===== src/rtl/dac_pkg.sv =====
// Shared definitions for the DAC channel sequencer: power FSM states and default parameters.
package dac_pkg;

    typedef enum logic [1:0] {
        OFF    = 2'd0,
        SETTLE = 2'd1,
        RUN    = 2'd2
    } dac_state_e;

    localparam int DEF_NBITS     = 10;
    localparam int DEF_NCH       = 4;
    localparam int DEF_DIV       = 8;
    localparam int DEF_TSETTLE   = 16;
    localparam int DEF_AUTO_LOAD = 0;

endpackage


===== src/rtl/dac_seq_chreg.sv =====
// One channel's double-buffered code: a shadow register written by the host and an
// active register that feeds the converter.
module dac_seq_chreg
    import dac_pkg::*;
#(
    parameter int NBITS     = DEF_NBITS,
    parameter int AUTO_LOAD = DEF_AUTO_LOAD
) (
    input  logic             clk_i,
    input  logic             rst_i,
    input  logic             clr_i,
    input  logic             wr_i,
    input  logic             ldac_i,
    input  logic [NBITS-1:0] wr_data_i,
    output logic [NBITS-1:0] active_o
);

    logic [NBITS-1:0] shadow_q, shadow_d;
    logic [NBITS-1:0] active_q, active_d;

    // A write coinciding with LDAC wins for this channel's active value.
    always_comb begin
        shadow_d = shadow_q;
        active_d = active_q;
        if (wr_i) begin
            shadow_d = wr_data_i;
        end
        if (clr_i) begin
            active_d = '0;
        end else if (wr_i && ((AUTO_LOAD != 0) || ldac_i)) begin
            active_d = wr_data_i;
        end else if (ldac_i) begin
            active_d = shadow_q;
        end
    end

    always_ff @(posedge clk_i or posedge rst_i) begin
        if (rst_i) begin
            shadow_q <= '0;
            active_q <= '0;
        end else begin
            shadow_q <= shadow_d;
            active_q <= active_d;
        end
    end

    assign active_o = active_q;

endmodule


===== src/rtl/dac_seq.sv =====
// Multi-channel DAC sequencer: power-up settle FSM, host write port, LDAC transfer and
// a round-robin strobe that presents one channel's active code every DIV clocks.
module dac_seq
    import dac_pkg::*;
#(
    parameter int NBITS     = DEF_NBITS,
    parameter int NCH       = DEF_NCH,
    parameter int DIV       = DEF_DIV,
    parameter int TSETTLE   = DEF_TSETTLE,
    parameter int AUTO_LOAD = DEF_AUTO_LOAD,
    localparam int CHW      = $clog2(NCH)
) (
    input  logic             CLK,
    input  logic             RST,
    input  logic             PD,
    input  logic             WR_VALID,
    output logic             WR_READY,
    input  logic [CHW-1:0]   WR_CH,
    input  logic [NBITS-1:0] WR_DATA,
    input  logic             LDAC,
    output logic [NBITS-1:0] DAC_DATA,
    output logic [CHW-1:0]   DAC_CH,
    output logic             DAC_STB,
    output logic             PU_DONE,
    output logic             WR_ERR,
    output logic [1:0]       dbg_state_o
);

    localparam int SW = (TSETTLE > 1) ? $clog2(TSETTLE) : 1;
    localparam int DW = $clog2(DIV);

    dac_state_e       state_q, state_d;
    logic [SW-1:0]    settle_q, settle_d;
    logic [DW-1:0]    div_q, div_d;
    logic [CHW-1:0]   ptr_q, ptr_d;
    logic [NBITS-1:0] data_q, data_d;
    logic [CHW-1:0]   ch_q, ch_d;
    logic             stb_q, stb_d;
    logic             err_q, err_d;

    logic             accept;
    logic             wr_bad;
    logic             ldac_en;
    logic [NBITS-1:0] active [NCH];

    // Handshake: a write transfers on any rising edge where WR_VALID and WR_READY are both high;
    // WR_READY depends only on the FSM state, never on WR_VALID.
    assign WR_READY = (state_q != OFF);
    assign accept   = WR_VALID && WR_READY;
    assign wr_bad   = accept && (int'(WR_CH) >= NCH);
    assign ldac_en  = LDAC && (state_q != OFF);

    for (genvar g = 0; g < NCH; g++) begin : g_ch
        dac_seq_chreg #(
            .NBITS     (NBITS),
            .AUTO_LOAD (AUTO_LOAD)
        ) u_chreg (
            .clk_i     (CLK),
            .rst_i     (RST),
            .clr_i     (PD),
            .wr_i      (accept && (WR_CH == CHW'(g))),
            .ldac_i    (ldac_en),
            .wr_data_i (WR_DATA),
            .active_o  (active[g])
        );
    end

    always_comb begin
        state_d  = state_q;
        settle_d = settle_q;
        div_d    = div_q;
        ptr_d    = ptr_q;
        data_d   = data_q;
        ch_d     = ch_q;
        stb_d    = 1'b0;
        err_d    = err_q | wr_bad;
        if (PD) begin
            state_d  = OFF;
            settle_d = '0;
            div_d    = '0;
            ptr_d    = '0;
            data_d   = '0;
            ch_d     = '0;
        end else begin
            case (state_q)
                OFF: begin
                    state_d  = SETTLE;
                    settle_d = SW'(TSETTLE - 1);
                end
                SETTLE: begin
                    if (settle_q == '0) begin
                        state_d = RUN;
                        div_d   = '0;
                    end else begin
                        settle_d = settle_q - 1'b1;
                    end
                end
                RUN: begin
                    if (div_q == DW'(DIV - 1)) begin
                        div_d  = '0;
                        stb_d  = 1'b1;
                        data_d = active[ptr_q];
                        ch_d   = ptr_q;
                        ptr_d  = (ptr_q == CHW'(NCH - 1)) ? '0 : ptr_q + 1'b1;
                    end else begin
                        div_d = div_q + 1'b1;
                    end
                end
                default: state_d = OFF;
            endcase
        end
    end

    always_ff @(posedge CLK or posedge RST) begin
        if (RST) begin
            state_q  <= OFF;
            settle_q <= '0;
            div_q    <= '0;
            ptr_q    <= '0;
            data_q   <= '0;
            ch_q     <= '0;
            stb_q    <= 1'b0;
            err_q    <= 1'b0;
        end else begin
            state_q  <= state_d;
            settle_q <= settle_d;
            div_q    <= div_d;
            ptr_q    <= ptr_d;
            data_q   <= data_d;
            ch_q     <= ch_d;
            stb_q    <= stb_d;
            err_q    <= err_d;
        end
    end

    assign DAC_DATA    = data_q;
    assign DAC_CH      = ch_q;
    assign DAC_STB     = stb_q;
    assign PU_DONE     = (state_q == RUN);
    assign WR_ERR      = err_q;
    assign dbg_state_o = state_q;

endmodule


===== config.mk =====
export PLATFORM = sky130hd
export DESIGN_NAME = dac_seq
export DESIGN_NICKNAME = d
export VERILOG_FILES = /design/src/rtl/dac_pkg.sv /design/src/rtl/dac_seq_chreg.sv /design/src/rtl/dac_seq.sv
export SDC_FILE = /design/constraint.sdc
export NUM_CORES = 1
export LEC_CHECK = 0
export BUFFER_PORTS_ARGS = -buffer_cell sky130_fd_sc_hd__buf_4
export CAP_MARGIN = 20
export CORE_AREA = 5 5 133 135
export CTS_CLUSTER_SIZE = 28
export DETAILED_ROUTE_END_ITERATION = 7
export DIE_AREA = 0 0 138 140
export GPL_TIMING_DRIVEN = 0
export PLACE_DENSITY_LB_ADDON = 0.3
export SYNTH_ARGS = -nofsm -noshare
export SYNTH_HDL_FRONTEND = slang
export SYNTH_SLANG_ARGS = --single-unit

===== constraint.sdc =====
create_clock -name CLK -period 6.9 [get_ports CLK]
set_input_delay 1.035 -clock CLK [delete_from_list [all_inputs] [get_ports CLK]]
set_output_delay 1.035 -clock CLK [all_outputs]
set_load 0.01 [all_outputs]

==> summary.txt <==
Logic synthesis
  – Top cells by area in the synthesized netlist: sky130_fd_sc_hd__dfrtp_1 (54%), sky130_fd_sc_hd__mux2_2 (7.3%), sky130_fd_sc_hd__mux4_2 (4.7%)
  – Synth unique cells: 41
  – Per-instance average area after synthesis: 13.5 um2
  – Leading cell types by count after synthesis: sky130_fd_sc_hd__dfrtp_1 (104), sky130_fd_sc_hd__mux2_2 (31), sky130_fd_sc_hd__clkbuf_1 (22)
  – Async SR Flop Fraction: 1.00
  – Post-synth design cell area: 4790 um2
  – Number of storage elements in the synthesis netlist: 104
  – Fraction of post-synthesis cell area in the top cell type by area: 0.543
  – Post-synthesis sequential area ratio: 0.543
  – Cell taking the most area after synthesis: sky130_fd_sc_hd__dfrtp_1
  – Nets in the synthesized netlist: 375
  – Syn Inst Count: 355
  – Number of flops mapped to enable cells by yosys: 0
  – Warnings, synthesis: 0
  – Most instantiated library cell after synthesis: sky130_fd_sc_hd__dfrtp_1
  – Top FF cell, synth: sky130_fd_sc_hd__dfrtp_1

Placement
  – Number of instances in the placed design: 608
  – GPL Wtd Cong: 0.783
  – Post-DP HPWL: 8.60 mm
  – Quantity of I/O buffers inserted on ports: 32

CTS
  – Clock edge transition at the registers on the reported setup and hold paths: 0.07 ns
  – Clock latency at the later pin of the worst-skew pair: 0.35 ns
  – Cell at the root of the clock tree: sky130_fd_sc_hd__clkbuf_16
  – Number of clock buffers inserted by TritonCTS: 9
  – CTS tree: built
  – Number of cells upsized or downsized after cts: 0
  – Number of buffers inserted to repair setup after CTS: 0
  – Hold buffers post-CTS: 0
  – Clock sink total: 104
  – Htree depth: 3
  – Maximum clock insertion buffer count: 2

Worst setup path
  – Setup crit end kind: primary output
  – Arrival time worst endpoint: 1.93 ns
  – Type of the setup path with the least slack: flip-flop to primary output
  – Endpoint required time on the critical path: 5.86 ns
  – CP Launch Type: flip-flop
  – Peak fanout along the critical path: 10

Timing
  – Final hold violation count: 0
  – Final setup viols: 0
  – Peak clock frequency supported by timing: 337 MHz
  – Pins over their slew limit: 0
  – Unrepaired setup endpoints after global routing: no
  – Final critical delay including setup and external delays: 2.97 ns
  – Clk_skew: 0.00522 ns
  – Worst relative slew slack: 0.512
  – Post-route fraction of the period consumed by the critical path: 0.430
  – Slew at the pin closest to its max-slew limit: 0.732 ns
  – Post-route setup TNS: 0 ns
  – Worst Hold Slack: 0.499 ns

Routing
  – Iteration count of the initial detailed-routing pass: 4
  – Average wire length per cell after detail routing: 18.5 um
  – Total vias in the final route: 3268
  – Post-Route WL: 11.5 mm
  – Iter 0 DRT Violations: 191
  – Per-cell via count in the routed design: 5.24
  – Drc violations: 0
  – Number of antenna-violating nets in the routed design: 0

Pwr
  – Internal power consumption: 1.17 mW
  – Clock share of power: 0.356
  – Total leakage power: 2.48 nW
  – Power share of the combinational group: 0.158
  – Max rail drop VDD: 0.138 mV
  – Switching Share: 0.256
  – Pwr Density: 276 nW/um2
  – Power Total: 1.57 mW
  – Share of total power in sequential cells: 0.487
  – Psw: 402 uW

Outcome
  – Run status: finished clean

GRT
  – Antenna violations before repair: 0
  – Via count of the first global-routing pass: 3327
  – Global-route wire length before repair: 18.9 mm
  – Largest net degree at the start of global routing: 65
  – Global route total overflow: 0
  – Global router's overall resource usage: 0.122

Die
  – IO Count: 35
  – Initial core utilization: 0.293
  – Die boundary height: 140 um
  – Count of standard-cell rows: 47
  – Total Die Area: 19300 um2
  – CORE AREA: 16300 um2
  – Die Span X: 138 um

Layout
  – Final antenna diode count: 0
  – Final non-filler cell total: 624
  – Area Growth Syn to Fin: 18.3%
  – Total Nets Final: 419
  – Ratio of cells with drive above 1 in the final layout: 0.290

Hold path
  – Path class of the lowest-slack min-delay path: flip-flop to flip-flop

Job
  – Max_cap viols: 0
## flip-flops by register name, summed over array words and instances, names as in the netlist
| name | cells |
|---|---|
| g_ch.u_chreg.active_o | 40 |
| g_ch.u_chreg.shadow_q | 40 |
| DAC_DATA | 10 |
| settle_q | 4 |
| div_q | 3 |
| DAC_CH | 2 |
| dbg_state_o | 2 |
| ptr_q | 2 |
| DAC_STB | 1 |
## critical path, stage by stage (launching register included)
cell and delay [ns]:
sky130_fd_sc_hd__dfrtp_1 0.44, sky130_fd_sc_hd__or2_1 0.14, sky130_fd_sc_hd__buf_4 0.16, sky130_fd_sc_hd__clkbuf_1 0.37
sky130_fd_sc_hd__buf_2 0.32, sky130_fd_sc_hd__buf_4 0.16
## power groups by stage
| stage | registers, mW | logic [mW] | clock network (mW) |
|---|---|---|---|
| 2_1_floorplan | 0.753 | 0.188 | 0 |
| 3_3_place_gp | 0.769 | 0.240 | 0 |
| 3_5_place_dp | 0.774 | 0.249 | 0 |
| 4_1_cts | 0.762 | 0.251 | 0.569 |
| 5_1_grt | 0.773 | 0.273 | 0.594 |
| 6_report | 0.762 | 0.247 | 0.557 |
## per-stage QoR
stage	utilization	worst slack [ns]	cell area, um2
finish	0.347	3.93	5670
global route	0.347	3.76	5670
CTS	0.347	3.91	5670
detailed placement	0.327	4.13	5340
global placement	0.325	1.90	5310
floorplan	-	3.13	4790
## path summary, 6_finish.rpt
kind | slack, ns | endpoint | startpoint | depth (start not counted)
max reg2reg | 4.85 | g_ch[2].u_chreg.active_o[0]$_DFFE_PP0P_ | dbg_state_o[1]$_DFFE_PP0P_ | 6
max | 3.93 | WR_READY | dbg_state_o[1]$_DFFE_PP0P_ | 5
min in group asynchronous | 0.74 | settle_q[3]$_DFFE_PP0P_ | RST | 2
min reg2reg | 0.50 | g_ch[3].u_chreg.shadow_q[1]$_DFFE_PP0P_ | g_ch[3].u_chreg.shadow_q[1]$_DFFE_PP0P_ | 1
min | 0.50 | g_ch[3].u_chreg.shadow_q[1]$_DFFE_PP0P_ | g_ch[3].u_chreg.shadow_q[1]$_DFFE_PP0P_ | 1
max in group asynchronous | 5.46 | g_ch[3].u_chreg.shadow_q[2]$_DFFE_PP0P_ | RST | 3
## kinds of logic after synthesis
logic type,share of synthesized area
AND/OR/NAND/NOR,0.0533
other,0.000782
flip-flops,0.543
adder cells (fa/ha/maj),0.00783
multiplexers,0.153
XOR/XNOR,0.00183
buffers and inverters,0.0472
AO/OA/AOI/OAI,0.193
## final cells by class
type                            count  area [um2]
Multi-Input combinational cell    198        1960
Clock inverter                      6        91.3
Clock buffer                       10         239
Inverter                           15        58.8
Sequential cell                   104        2600
Fill cell                        1637       10700
Tap cell                          220         275
Buffer                             38         170
Timing Repair Buffer               33         268
## routing by layer
metal	up-vias	GRT usage	wire length, um
li1	1492	-	-
met1	1701	0.164	5380
met5	-	0	0
met4	0	0.0390	146
met2	64	0.199	5630
met3	11	0.0228	392
## placed cells by master, fill, tap and decap left out, types with 14 or more instances in the layout
cell                       netlist  final
sky130_fd_sc_hd__dfrtp_1       104    104
sky130_fd_sc_hd__buf_4           4     36
sky130_fd_sc_hd__mux2_2         31     31
sky130_fd_sc_hd__clkbuf_1       22     22
sky130_fd_sc_hd__o2111a_1       20     20
sky130_fd_sc_hd__a221o_1        20     20
sky130_fd_sc_hd__a22o_1         15     15
sky130_fd_sc_hd__inv_1          15     14
Power figures use the tool's default switching activity.
